==> config.mk <==
export PLATFORM = sky130hd
export DESIGN_NAME = mem_access_ctrl
export DESIGN_NICKNAME = d
export VERILOG_FILES = /design/src/rtl/mem_access_ctrl_pkg.sv /design/src/rtl/wait_counter.sv /design/src/rtl/mem_access_ctrl.sv
export SDC_FILE = /design/constraint.sdc
export NUM_CORES = 1
export LEC_CHECK = 0
export CELL_PAD_IN_SITES_DETAIL_PLACEMENT = 2
export CELL_PAD_IN_SITES_GLOBAL_PLACEMENT = 2
export CORE_MARGIN = 3
export CORE_UTILIZATION = 30
export DETAILED_ROUTE_END_ITERATION = 8
export GPL_ROUTABILITY_DRIVEN = 0
export PLACE_DENSITY_LB_ADDON = 0.1
export SKIP_LAST_GASP = 1
export SYNTH_ARGS = -nofsm -noshare
export SYNTH_HDL_FRONTEND = slang
export SYNTH_SLANG_ARGS = --single-unit
==> constraint.sdc <==
create_clock -name clk -period 4.4 [get_ports clk]
set_clock_uncertainty 0.05 [all_clocks]
set_input_delay 0.88 -clock clk [delete_from_list [all_inputs] [get_ports clk]]
set_output_delay 0.88 -clock clk [all_outputs]
set_load 0.03 [all_outputs]
==> src/rtl/mem_access_ctrl_pkg.sv <==
// Shared definitions for the MEM-stage SRAM access controller: datapath
// widths, SRAM geometry, the memory map base and the controller state encoding.
package mem_access_ctrl_pkg;

  // Core datapath widths used across the pipeline.
  localparam int ADDRESS_LEN  = 32;
  localparam int REGISTER_LEN = 32;

  // External SRAM geometry: 16-bit half-words, 18-bit half-word address.
  localparam int SRAM_ADDR_W = 18;
  localparam int SRAM_DATA_W = 16;
  localparam int SRAM_IDX_W  = SRAM_ADDR_W - 1;  // word index; LSB picks the half

  // Byte address that maps to SRAM word 0.
  localparam int SRAM_BASE_ADDR = 1024;

  // Each 32-bit access is split into a low half-word and a high half-word phase.
  typedef enum logic [1:0] {
    IDLE = 2'd0,
    LO   = 2'd1,
    HI   = 2'd2,
    DONE = 2'd3
  } state_t;

  // True while the controller is actively strobing the SRAM.
  function automatic logic is_active(input state_t s);
    return (s == LO) || (s == HI);
  endfunction

endpackage

==> src/rtl/wait_counter.sv <==
// Wait-state counter: counts cycles spent in one SRAM phase and flags the
// last one. WAIT_CYCLES must lie in 1..15 to fit the 4-bit count.
module wait_counter #(
  parameter int WAIT_CYCLES = 5
) (
  input  logic clk,
  input  logic rst,
  input  logic clear,
  input  logic enable,
  output logic done
);

  logic [3:0] count;

  // Count up while enabled; clear restarts the phase at zero.
  // NOTE: state registers use non-blocking assignments so every flop samples
  // the pre-edge values; blocking here would create order-dependent behaviour.
  always_ff @(posedge clk or posedge rst) begin
    if (rst) begin
      count <= '0;
    end else if (clear) begin
      count <= '0;
    end else if (enable) begin
      count <= count + 4'd1;
    end
  end

  assign done = enable && (count == 4'(WAIT_CYCLES - 1));

endmodule

==> src/rtl/mem_access_ctrl.sv <==
// MEM-stage memory access controller. Splits each 32-bit load/store into two
// 16-bit SRAM accesses (low half, then high half), each held for WAIT_CYCLES
// cycles, and stalls the pipeline through ready while the access is in flight.
module mem_access_ctrl
  import mem_access_ctrl_pkg::*;
#(
  parameter int ADDR_W      = ADDRESS_LEN,
  parameter int DATA_W      = REGISTER_LEN,
  parameter int WAIT_CYCLES = 5,
  parameter int BASE_ADDR   = SRAM_BASE_ADDR
) (
  input  logic                   clk,
  input  logic                   rst,
  input  logic                   mem_read_in,
  input  logic                   mem_write_in,
  input  logic [ADDR_W-1:0]      alu_res_in,
  input  logic [DATA_W-1:0]      val_rm_in,
  output logic                   ready,
  output logic [DATA_W-1:0]      data_mem_out,
  output logic [SRAM_ADDR_W-1:0] sram_addr,
  output logic [SRAM_DATA_W-1:0] sram_wdata,
  input  logic [SRAM_DATA_W-1:0] sram_rdata,
  output logic                   sram_we_n,
  output logic                   sram_oe_n
);

  state_t                    state, state_next;
  logic                      req;
  logic                      cnt_clear, cnt_enable, cnt_done;
  logic                      is_write_q;
  logic [SRAM_IDX_W-1:0]     idx_q;
  logic [2*SRAM_DATA_W-1:0]  wdata_q;
  logic [SRAM_DATA_W-1:0]    rdata_lo_q;

  // A simultaneous read and write request is treated as a write.
  assign req = mem_read_in | mem_write_in;

  // State register; reset abandons any access in flight.
  always_ff @(posedge clk or posedge rst) begin
    if (rst) begin
      state <= IDLE;
    end else begin
      state <= state_next;
    end
  end

  // Next-state logic: each half-word phase ends on the counter's last cycle.
  // NOTE: every signal written in always_comb gets a default first, otherwise
  // paths that skip an assignment infer a latch.
  always_comb begin
    state_next = state;
    unique case (state)
      IDLE:    if (req)      state_next = LO;
      LO:      if (cnt_done) state_next = HI;
      HI:      if (cnt_done) state_next = DONE;
      DONE:                  state_next = IDLE;
      default:               state_next = IDLE;
    endcase
  end

  // The counter restarts on every state change, so each phase starts at zero.
  assign cnt_clear  = (state_next != state);
  assign cnt_enable = is_active(state);

  wait_counter #(
    .WAIT_CYCLES (WAIT_CYCLES)
  ) u_wait_counter (
    .clk    (clk),
    .rst    (rst),
    .clear  (cnt_clear),
    .enable (cnt_enable),
    .done   (cnt_done)
  );

  // Latch operands when an access is accepted, so the MEM stage may change or
  // drop its request while the access runs.
  always_ff @(posedge clk or posedge rst) begin
    if (rst) begin
      idx_q      <= '0;
      wdata_q    <= '0;
      is_write_q <= 1'b0;
    end else if ((state == IDLE) && req) begin
      idx_q      <= SRAM_IDX_W'((alu_res_in - ADDR_W'(BASE_ADDR)) >> 2);
      wdata_q    <= val_rm_in[2*SRAM_DATA_W-1:0];
      is_write_q <= mem_write_in;
    end
  end

  // Capture read data on the last cycle of each phase. The low half is staged
  // so the visible result only changes once the whole word has been read.
  always_ff @(posedge clk or posedge rst) begin
    if (rst) begin
      rdata_lo_q   <= '0;
      data_mem_out <= '0;
    end else if (cnt_done && !is_write_q) begin
      if (state == LO) begin
        rdata_lo_q <= sram_rdata;
      end else if (state == HI) begin
        data_mem_out <= DATA_W'({sram_rdata, rdata_lo_q});
      end
    end
  end

  // SRAM strobes and bus: idle-safe values outside the two access phases.
  always_comb begin
    sram_addr  = '0;
    sram_wdata = '0;
    sram_we_n  = 1'b1;
    sram_oe_n  = 1'b1;
    if (is_active(state)) begin
      sram_addr = {idx_q, (state == HI)};
      if (is_write_q) begin
        sram_we_n  = 1'b0;
        sram_wdata = (state == HI) ? wdata_q[2*SRAM_DATA_W-1:SRAM_DATA_W]
                                   : wdata_q[SRAM_DATA_W-1:0];
      end else begin
        sram_oe_n = 1'b0;
      end
    end
  end

  // The pipeline may advance when the access has finished or none is pending.
  assign ready = (state == DONE) || ((state == IDLE) && !req);

endmodule

# --- After elaboration in Yosys (flattened, before gate mapping) ---
# Index checks and enable logic that the tools add are counted.
op_classes:
  n_addsub: 2
  mul: 0
  div_mod_pow: 0
  n_lt_le_gt_ge: 0
  n_eq_ne: 5
  shifts: 0
  n_mux: 14
  bitwise: 2
  n_reduce_logical: 12
ops:
  columns: ["operator", "n"]
  rows:
  - ["2-to-1 mux 16 bit", 3]
  - ["subtractor 19 x 11 -> 19 bit, second input constant", 1]
  - ["2-to-1 mux 18 bit", 1]
  - ["2-to-1 mux 4 bit", 2]
  - ["case mux 2 bit (4 select lines)", 1]
  - ["2-to-1 mux 2 bit", 3]
  - ["adder 4 x 1 -> 4 bit, second input constant", 1]
  - ["== test 2 bit, second input constant", 2]
  - ["== test 4 x 3 -> 1 bit, second input constant", 1]
  - ["logical AND 1 bit", 4]
  - ["2-to-1 mux 1 bit", 4]
  - ["AND reduction 3 bit", 1]
  - ["== test 2 x 1 -> 1 bit, second input constant", 1]
  - ["zero test 1 bit", 2]
  - ["zero test 2 bit", 1]
  - ["logical OR 1 bit", 2]
  - ["!= test 2 bit", 1]
  - ["AND reduction 2 bit", 1]
  - ["nonzero test 2 bit", 1]
  - ["inverter 1 bit", 1]
  - ["bitwise OR 1 bit", 1]
totals:
  reg_bits: 104
  latch_bits: 0
  ram_bits: 0
  rom_bits: 0
  inputBits: 84
  out_inout_bits: 69
  wordCells: 42
  mem_count: 0

# --- Logic depth before layout (Yosys ltp) ---
# Gate-level depths: netlist (run 1).
depth:
  ltp_word: 7
  mapped_depth: 8

# --- Modules after synthesis ---
# From an unflattened synthesis (run 1), not the netlist that was laid out.
hier_totals:
  hier_cells: 435
  hier_area_um2: 4658.2
modules_own_cells:
  columns: ["module", "instances", "cells_per_inst", "area_each_um2", "seq_area_each_um2"]
  rows:
  - ["mem_access_ctrl", 1, 413, 4405.5, 2502.4]
  - ["wait_counter", 1, 22, 252.7, 100.1]

# --- Worst setup path before layout (run 1) ---
# Ideal clock, no wire load.
synth_path:
  path_kind: "flip-flop to output port"
  from: "register state[0]"
  to: "output sram_wdata[10]"
  arrival_time_ns: 1.976
  setup_slack_ns: 1.494
  path_stages_with_launch: 7
  path_buffers: 2
  cell_sequence: "dfrtp_1 -> inv_1 -> ha_1 -> buf_2 -> buf_2 -> mux2i_1 -> nor2_1"
synth_via:
  elab_chain_len: 4
synth_rtl:
  columns: ["item", "line", "rtl"]
  rows:
  - ["from (decl)", "mem_access_ctrl.sv:27", "state_t state, state_next;"]
  - ["from (signal assigned)", "mem_access_ctrl.sv:43", "state <= state_next;"]
  - ["== test 2 bit", "mem_access_ctrl_pkg.sv:27, mem_access_ctrl.sv:114", null]
  - ["2-to-1 mux 16 bit", "mem_access_ctrl.sv:114", "sram_wdata = (state == HI) ? wdata_q[2*SRAM_DATA_W-1:SRAM_DATA_W]"]
  - ["2-to-1 mux 16 bit", "mem_access_ctrl.sv:112", "if (is_write_q) begin"]
  - ["2-to-1 mux 16 bit (*)", "mem_access_ctrl.sv:110", "if (is_active(state)) begin"]
  - ["to (decl)", "mem_access_ctrl.sv:21", "output logic [SRAM_DATA_W-1:0] sram_wdata,"]
# Mark *: on every way between the ends. The rest lies on a longest branch, timed or not.

# --- Worst setup path after layout (run 1) ---
layout_path:
  from: "register state[1]"
  to: "output sram_wdata[8]"
# Same word-level chain as after synthesis.

==> results of run 1 <==
## registers in the layout (all words and copies together) (netlist names)
register and count:
state 2, is_write_q 1, wdata_q 32, data_mem_out 32
u_wait_counter.count 4, idx_q 17, rdata_lo_q 16
## logic make-up (layout without fill, tap and decap cells)
family	count (synthesis)	in the layout
xor gates and xnor gates	10	10
muxes	105	105
adders and majority gates	9	9
buffers and inverters	25	164
AOI/OAI and AO/OA	20	20
and+or+nand+nor	79	79
DFF	104	104
## worst max-delay path, delay by kind of cell (launching register included)
kind | cells | cell delay, ns
fa+ha+maj | 1 | 0.32
buf+inv | 2 | 0.87
flops | 1 | 0.46
simple gates | 2 | 0.70
## area by class of cell
type | instances | area share (%)
flip-flops and latches | 104 | 40.03
well taps | 184 | 3.541
multi-input cells | 223 | 28.85
repair buffers | 142 | 21.86
inverters | 7 | 0.4426
clock buffers | 10 | 3.676
clock inverters | 5 | 1.597
## layer usage
| layer | GRT usage (%) | vias up |
|---|---|---|
| met5 | 0 | - |
| met3 | 6.672 | 9 |
| met4 | 3.484 | 0 |
| li1 | - | 1468 |
| met1 | 18.18 | 1589 |
| met2 | 24.63 | 82 |
## where the power goes
| part | internal [W] | total [W] | switching (W) |
|---|---|---|---|
| Clock | 0.000570 | 0.000930 | 0.000360 |
| Sequential | 0.00127 | 0.00144 | 0.000172 |
| Combinational | 0.000722 | 0.00155 | 0.000828 |
| Total | 0.00256 | 0.00392 | 0.00136 |
## stage by stage
| step | setup slack, ns | hold slack, ns | area, µm² |
|---|---|---|---|
| after floorplan | 0.7378 | 0.3918 | 4607 |
| after global placement | 0.9720 | 0.4065 | 6158 |
| after detailed placement | 0.9649 | 0.4188 | 6158 |
| after CTS | 0.6453 | 0.4341 | 6501 |
| after global routing | 0.4613 | 0.4535 | 6501 |
| final | 0.7585 | 0.4280 | 6501 |
## placed cells by master (no fill, tap or decap), drive strengths merged, types with 4 or more instances in the layout
| master | instances |
|---|---|
| ha | 9 |
| xor2 | 6 |
| nor2 | 26 |
| clkdlybuf4s50 | 137 |
| clkbuf | 10 |
| dfrtp | 104 |
| and2 | 20 |
| inv | 8 |
| buf | 5 |
| xnor2 | 4 |
| mux2 | 88 |
| nand2 | 18 |
| nor4 | 5 |
| mux2i | 17 |
| o21ai | 13 |
## path summary, 6_finish.rpt
check | from | to | slack [ns] | cells after the start
worst max-delay path | state[1] | sram_wdata[8] | 0.76 | 5
worst min-delay path | idx_q[8] | idx_q[8] | 0.43 | 2
worst max register to register | state[1] | rdata_lo_q[6] | 1.47 | 7
worst min register to register | idx_q[8] | idx_q[8] | 0.43 | 2
max in group asynchronous | rst | wdata_q[31] | 2.57 | 3
min in group asynchronous | rst | data_mem_out[29] | 1.01 | 2
==> parameters.txt, run 1 <==
Parameter                              Value

Cells and area
  Diodes inserted ... 0
  Final standard cell count with taps included and fillers excluded ... slightly below 700
  Layout net count ... 580
  Area of all sequential standard cells ... approximately 2600 µm²
  Post-Route Utilization ... between 40 and 50%
  Filler Cell Count ... 1509
  Area of the multi-input gates ... roughly 1900 µm²
  Synthesis-to-finish area growth ... 41.12%
  Layout cell share with drive strength beyond 1 ... roughly an eighth

Detailed routing
  Met2 wire length ... between 6 and 7 mm
  Uppermost signal routing layer after detailed routing ... met4
  Number of antenna-violating nets in the routed design ... 0
  Routed wire length ... about 12 mm
  Via/cell ratio ... roughly 4.7
  Routed metal-1 wirelength ... 4.859 mm
  Number of search-and-repair iterations in the first detailed-routing pass ... 4
  Remaining routing DRC violations ... 0
  Total number of vias ... roughly 3100
  Routed wire length on met3 ... roughly 910 µm
  Detail-routed net length per standard cell ... around 18 µm
  DRC violation total after the first TritonRoute iteration ... 67

Global route
  GR Overflow Total ... 0
  Total routing usage reported by global routing ... between 10 and 15%
  Number of global-route vias before repair ... 3557
  Global-route wire length before repair ... 19.50 mm
  Antenna violations before repair ... 0
  Largest net degree at the start of global routing ... between 60 and 70

Timing
  Worst relative slew slack ... between 40% and 50%
  Total negative setup slack ... 0 ns
  Max Clock Freq ... 274.6 MHz
  Pin slew with the least headroom to its limit ... between 0.8 and 0.9 ns
  Final Setup Violations ... 0
  Unrepaired setup endpoints after global routing ... false
  Crit path time final ... 3.642 ns
  Max-slew violation total from the final report ... 0
  Final period util ... 82.76%
  Final hold viol count ... 0

Clock tree
  Clock-pin transition on the worst setup and hold timing paths ... around 0.07 ns
  Total number of H-tree levels ... 3
  Clk sink count ... between 100 and 150
  Cts-stage hold buffer count ... 0
  Resize count post-CTS ... 0
  Buffers from clock root to sink, at most ... 2
  Clock network latency to the later pin of the worst-skew pair ... approximately 0.35 ns
  Cts bufs inserted ... 9
  Total setup buffers inserted after CTS ... 0
  CTS tree ... done
  CTS Root Cell ... sky130_fd_sc_hd__clkbuf_16

Logic synthesis
  XOR/XNOR Fraction of Synth Area ... ~1.9%
  Biggest area consumer among synthesized cells ... sky130_fd_sc_hd__dfrtp_1
  Multiplexer share of the synthesized area ... approximately a quarter
  Sequential fraction of the synthesis area ... between 50% and 60%
  Most frequent cell after synthesis ... sky130_fd_sc_hd__dfrtp_1
  Gate count of the mapped netlist ... ~350
  Flip-flop and latch count after synthesis ... around 100
  Portion of synthesized cell area occupied by the leading cell type ... a little under three fifths
  Commonest cells in the synthesized netlist ... sky130_fd_sc_hd__dfrtp_1, sky130_fd_sc_hd__mux2_1, sky130_fd_sc_hd__mux2_2
  YS warnings ... 0
  Main combinational cell family by area after synthesis ... multiplexers
  Share of flip-flops with an asynchronous set or reset after synthesis ... 100.0%
  Net Count, Synth ... 445
  Mapped Area ... between 4000 and 5000 µm²
  Syn avg cell area ... 13.09 µm²
  Number of synthesized flops with an enable pin ... 0
  Synthesized-area fraction occupied by adder cells ... roughly 2.4%
  Area fraction in compound gates after synthesis ... 2.444%
  Count of different cell masters after synthesis ... 29
  Commonest register cell after synthesis ... sky130_fd_sc_hd__dfrtp_1
  Cell types occupying the most area after synthesis ... sky130_fd_sc_hd__dfrtp_1, sky130_fd_sc_hd__mux2_1, sky130_fd_sc_hd__mux2_2
  Simple logic cell fraction of the synthesized area ... between 8 and 9%

Floorplanning
  Die outline area ... ~17000 µm²
  Die height ... about 130 µm
  Core Rows ... 44
  Horizontal extent of the die ... about 130 µm
  Count of boundary I/O pins ... 153
  Standard cell core area ... approximately 15000 µm²
  Starting utilization of the core area ... 31.22%

Outcome
  Result of the run ... complete, no violations

Power and ir drop
  Power per cell area ... between 600 and 700 nW/µm²
  Tot Pwr ... 0.003924 W
  Max IR drop VDD ... around 310 µV
  Static power due to leakage ... 2.876 nW

Setup path
  Critical path fanouts, max ... 17
  Kind of critical path ... flop to primary output
  Standard cell with the maximum stage delay on the critical path ... sky130_fd_sc_hd__clkdlybuf4s50_1
  Chain of cells forming the critical path ... inv_1, ha_1, nand2_1, nor2_1, clkdlybuf4s50_1
  Delay contributed by the slowest stage of the critical path ... slightly above 0.7 ns
  Endpoint type of the worst setup path ... primary output
  Data required time at the worst endpoint ... approximately 3.5 ns
  Worst Path Arrival ... 2.71 ns
  Setup crit start kind ... flop

Placement
  Cell Count Post-Placement ... 660
  Detailed placement HPWL ... 8.405 mm
  Number of port buffers ... between 100 and 150

Worst hold path
  Class of the most critical hold timing path ... flop to flop

Run
  # Max-Cap Violations ... 0
Power figures use the tool's default switching activity.
==> inputs of run 2 (changes only) <==
clock period = 3.4 ns   (was 4.4 ns; I/O delays follow)
==> run 2 against run 1 <==
Effect of this change:
- via count shrank 0.29%
- total power up 25%
- clock-buffer cell count shrank 1
- first-iteration DRC count decreased by 3.0%
- routed wire length fell by 2.3%
- sequential power up 29%
- register-to-register slack got worse by 0.67 ns
- die area stayed put
- global-route usage is 0.31 points lower
- setup slack worse by 0.54 ns
- non-clock buffer count increased by 4
- clock power grew 12%
- largest power group unchanged
- highest routed layer is now met5
==> parameters.txt, run 2 (synthesis gave the netlist of run 1 again) <==
Parameter                              Value

Clock tree
  Resize count post-CTS ... 0
  Buffers from clock root to sink, at most ... 2
  CTS tree ... done
  Total setup buffers inserted after CTS ... 0
  Clock network latency to the later pin of the worst-skew pair ... around 0.35 ns
  Cts-stage hold buffer count ... 0
  Clock-pin transition on the worst setup and hold timing paths ... ~0.07 ns
  Total number of H-tree levels ... 3
  Clk sink count ... between 100 and 150
  CTS Root Cell ... sky130_fd_sc_hd__clkbuf_16
  Cts bufs inserted ... 9

Cells and area
  Layout net count ... between 500 and 600
  Diodes inserted ... 0
  Most used cells in the layout excluding fill and tap cells ... sky130_fd_sc_hd__clkdlybuf4s50_1, sky130_fd_sc_hd__dfrtp_1, sky130_fd_sc_hd__mux2_1
  Top flop regs ... data_mem_out (32), wdata_q (32), idx_q (17)
  Most common cell after layout, fill and taps aside ... sky130_fd_sc_hd__clkdlybuf4s50_1
  Layout cell share with drive strength beyond 1 ... between 15 and 20%
  Synthesis-to-finish area growth ... 40.44%
  Final standard cell count with taps included and fillers excluded ... 679

Floorplanning
  Standard cell core area ... between 10000 and 15000 µm²
  Die height ... 129.9 µm
  Horizontal extent of the die ... around 130 µm
  Die outline area ... ~17000 µm²
  Starting utilization of the core area ... between 30% and 40%
  Count of boundary I/O pins ... around 150
  Core Rows ... 44

Timing
  Crit path time final ... between 3 and 4 ns
  Final hold viol count ... 0
  Unrepaired setup endpoints after global routing ... false
  Pin slew with the least headroom to its limit ... ~0.87 ns
  Max Clock Freq ... ~310 MHz
  Final Setup Violations ... 0
  Worst relative slew slack ... 42.04%
  Total negative setup slack ... 0 ns
  Max-slew violation total from the final report ... 0
  Final hold slack ... ~0.43 ns
  Final period util ... 93.43%

Power and ir drop
  Power per cell area ... ~760 nW/µm²
  Switching share of power ... a little over a third
  Sequential share of power ... 37.8%
  Combinational fraction of design power ... about 41%
  Static power due to leakage ... just under 3 nW
  Cell-internal power ... about 0.0032 W
  Share of power burned in the clock network ... a little over a fifth
  Psw ... around 0.0018 W
  Max IR drop VDD ... around 410 µV

Global route
  Highest-utilization routing layer at the global route stage ... met2
  Met3 demand-to-capacity share in global routing ... a little over 6%
  GR Overflow Total ... 0
  Number of global-route vias before repair ... roughly 3600
  Global-route wire length before repair ... roughly 19 mm
  Routing usage on met2 ... around 25%
  Met1 Resource Use GR ... between 10% and 20%
  Largest net degree at the start of global routing ... ~70
  Total routing usage reported by global routing ... between 10% and 20%
  Antenna violations before repair ... 1

Detailed routing
  Number of antenna-violating nets in the routed design ... 0
  Total number of vias ... 3139
  Via/cell ratio ... between 4 and 5
  Detail-routed net length per standard cell ... approximately 17 µm
  DRC violation total after the first TritonRoute iteration ... 65
  Remaining routing DRC violations ... 0
  Routed wire length ... between 10 and 15 mm
  Number of search-and-repair iterations in the first detailed-routing pass ... 4

Placement
  Detailed placement HPWL ... between 8 and 9 mm
  Cell Count Post-Placement ... 664
  Number of port buffers ... between 100 and 150

Setup path
  Reg-to-reg setup timing slack ... around 0.80 ns
  Setup crit start kind ... flop
  Number of buffer and inverter stages on the critical path ... 3
  Delay contributed by the slowest stage of the critical path ... 0.68 ns
  Chain of cells forming the critical path ... inv_1, ha_1, buf_4, and2_1, clkdlybuf4s50_1
  Kind of critical path ... flop to primary output
  Data required time at the worst endpoint ... between 2 and 3 ns
  Standard cell with the maximum stage delay on the critical path ... sky130_fd_sc_hd__clkdlybuf4s50_1
  CP top delay family ... buffers and inverters
  Endpoint type of the worst setup path ... primary output
  Worst Path Arrival ... 2.45 ns
  Critical path fanouts, max ... 20

Worst hold path
  Class of the most critical hold timing path ... flop to flop

Outcome
  Result of the run ... complete, no violations

Run
  # Max-Cap Violations ... 0
run 2: changes by cell type in the layout (fill, tap and decap cells not counted):
cell,delta
sky130_fd_sc_hd__clkinv_4,+1
sky130_fd_sc_hd__clkdlybuf4s50_1,-16
sky130_fd_sc_hd__clkinvlp_4,+4
sky130_fd_sc_hd__buf_12,+2
sky130_fd_sc_hd__buf_4,+18
sky130_fd_sc_hd__bufinv_16,-2
sky130_fd_sc_hd__inv_4,-1
sky130_fd_sc_hd__clkbuf_8,-1
sky130_fd_sc_hd__clkinv_2,-1
run 2: power by group through the flow:
stage / logic, W / registers (W) / clock network (W)
global route: 0.00220 / 0.00193 / 0.00115
global placement: 0.00199 / 0.00186 / 0
detailed placement: 0.00205 / 0.00189 / 0
CTS: 0.00207 / 0.00187 / 0.00110
finish: 0.00202 / 0.00186 / 0.00104
floorplan: 0.00133 / 0.00181 / 0
run 2: layout make-up:
type | instances | area (µm²)
fillers | 1473 | 8284
flip-flops and latches | 104 | 2603
multi-input cells | 223 | 1876
repair buffers | 146 | 1436
well taps | 184 | 230.2
clock buffers | 9 | 225.2
clock inverters | 6 | 70.07
inverters | 7 | 30.03
run 2: worst paths after layout:
check	start	end	depth (start not counted)
setup / recovery	state[1]	sram_addr[12]	5
hold / removal	idx_q[8]	idx_q[8]	2
setup reg to reg	state[1]	data_mem_out[26]	8
hold reg to reg	idx_q[8]	idx_q[8]	2
max in group asynchronous	rst	wdata_q[19]	3
min in group asynchronous	rst	idx_q[6]	3
run 2: stage by stage:
stage               area, µm²  total power, W  setup WS, ns  util [%]
finish                   6470        0.004921        0.2234     43.85
floorplan                4611        0.003143        0.6940         -
CTS                      6470        0.005036        0.1701     43.85
global placement         6175        0.003852        0.3942     41.85
global route             6470        0.005272       0.03394     43.85
detailed placement       6175        0.003940        0.3469     41.85
run 2: worst reg2reg max path, delay by kind of cell, from the launching register on:
kind          cells  cell delay (ns)
simple gates      3             0.58
flops             1             0.46
buf+inv           3             0.64
fa+ha+maj         1             0.37
mux               1             0.38
run 2: layer usage:
metal  wire length, µm  vias to the layer above
li1                  -                     1473
met1              4693                     1564
met2              5887                       85
met3               877                       15
met4               169                        2
met5                 7                        -
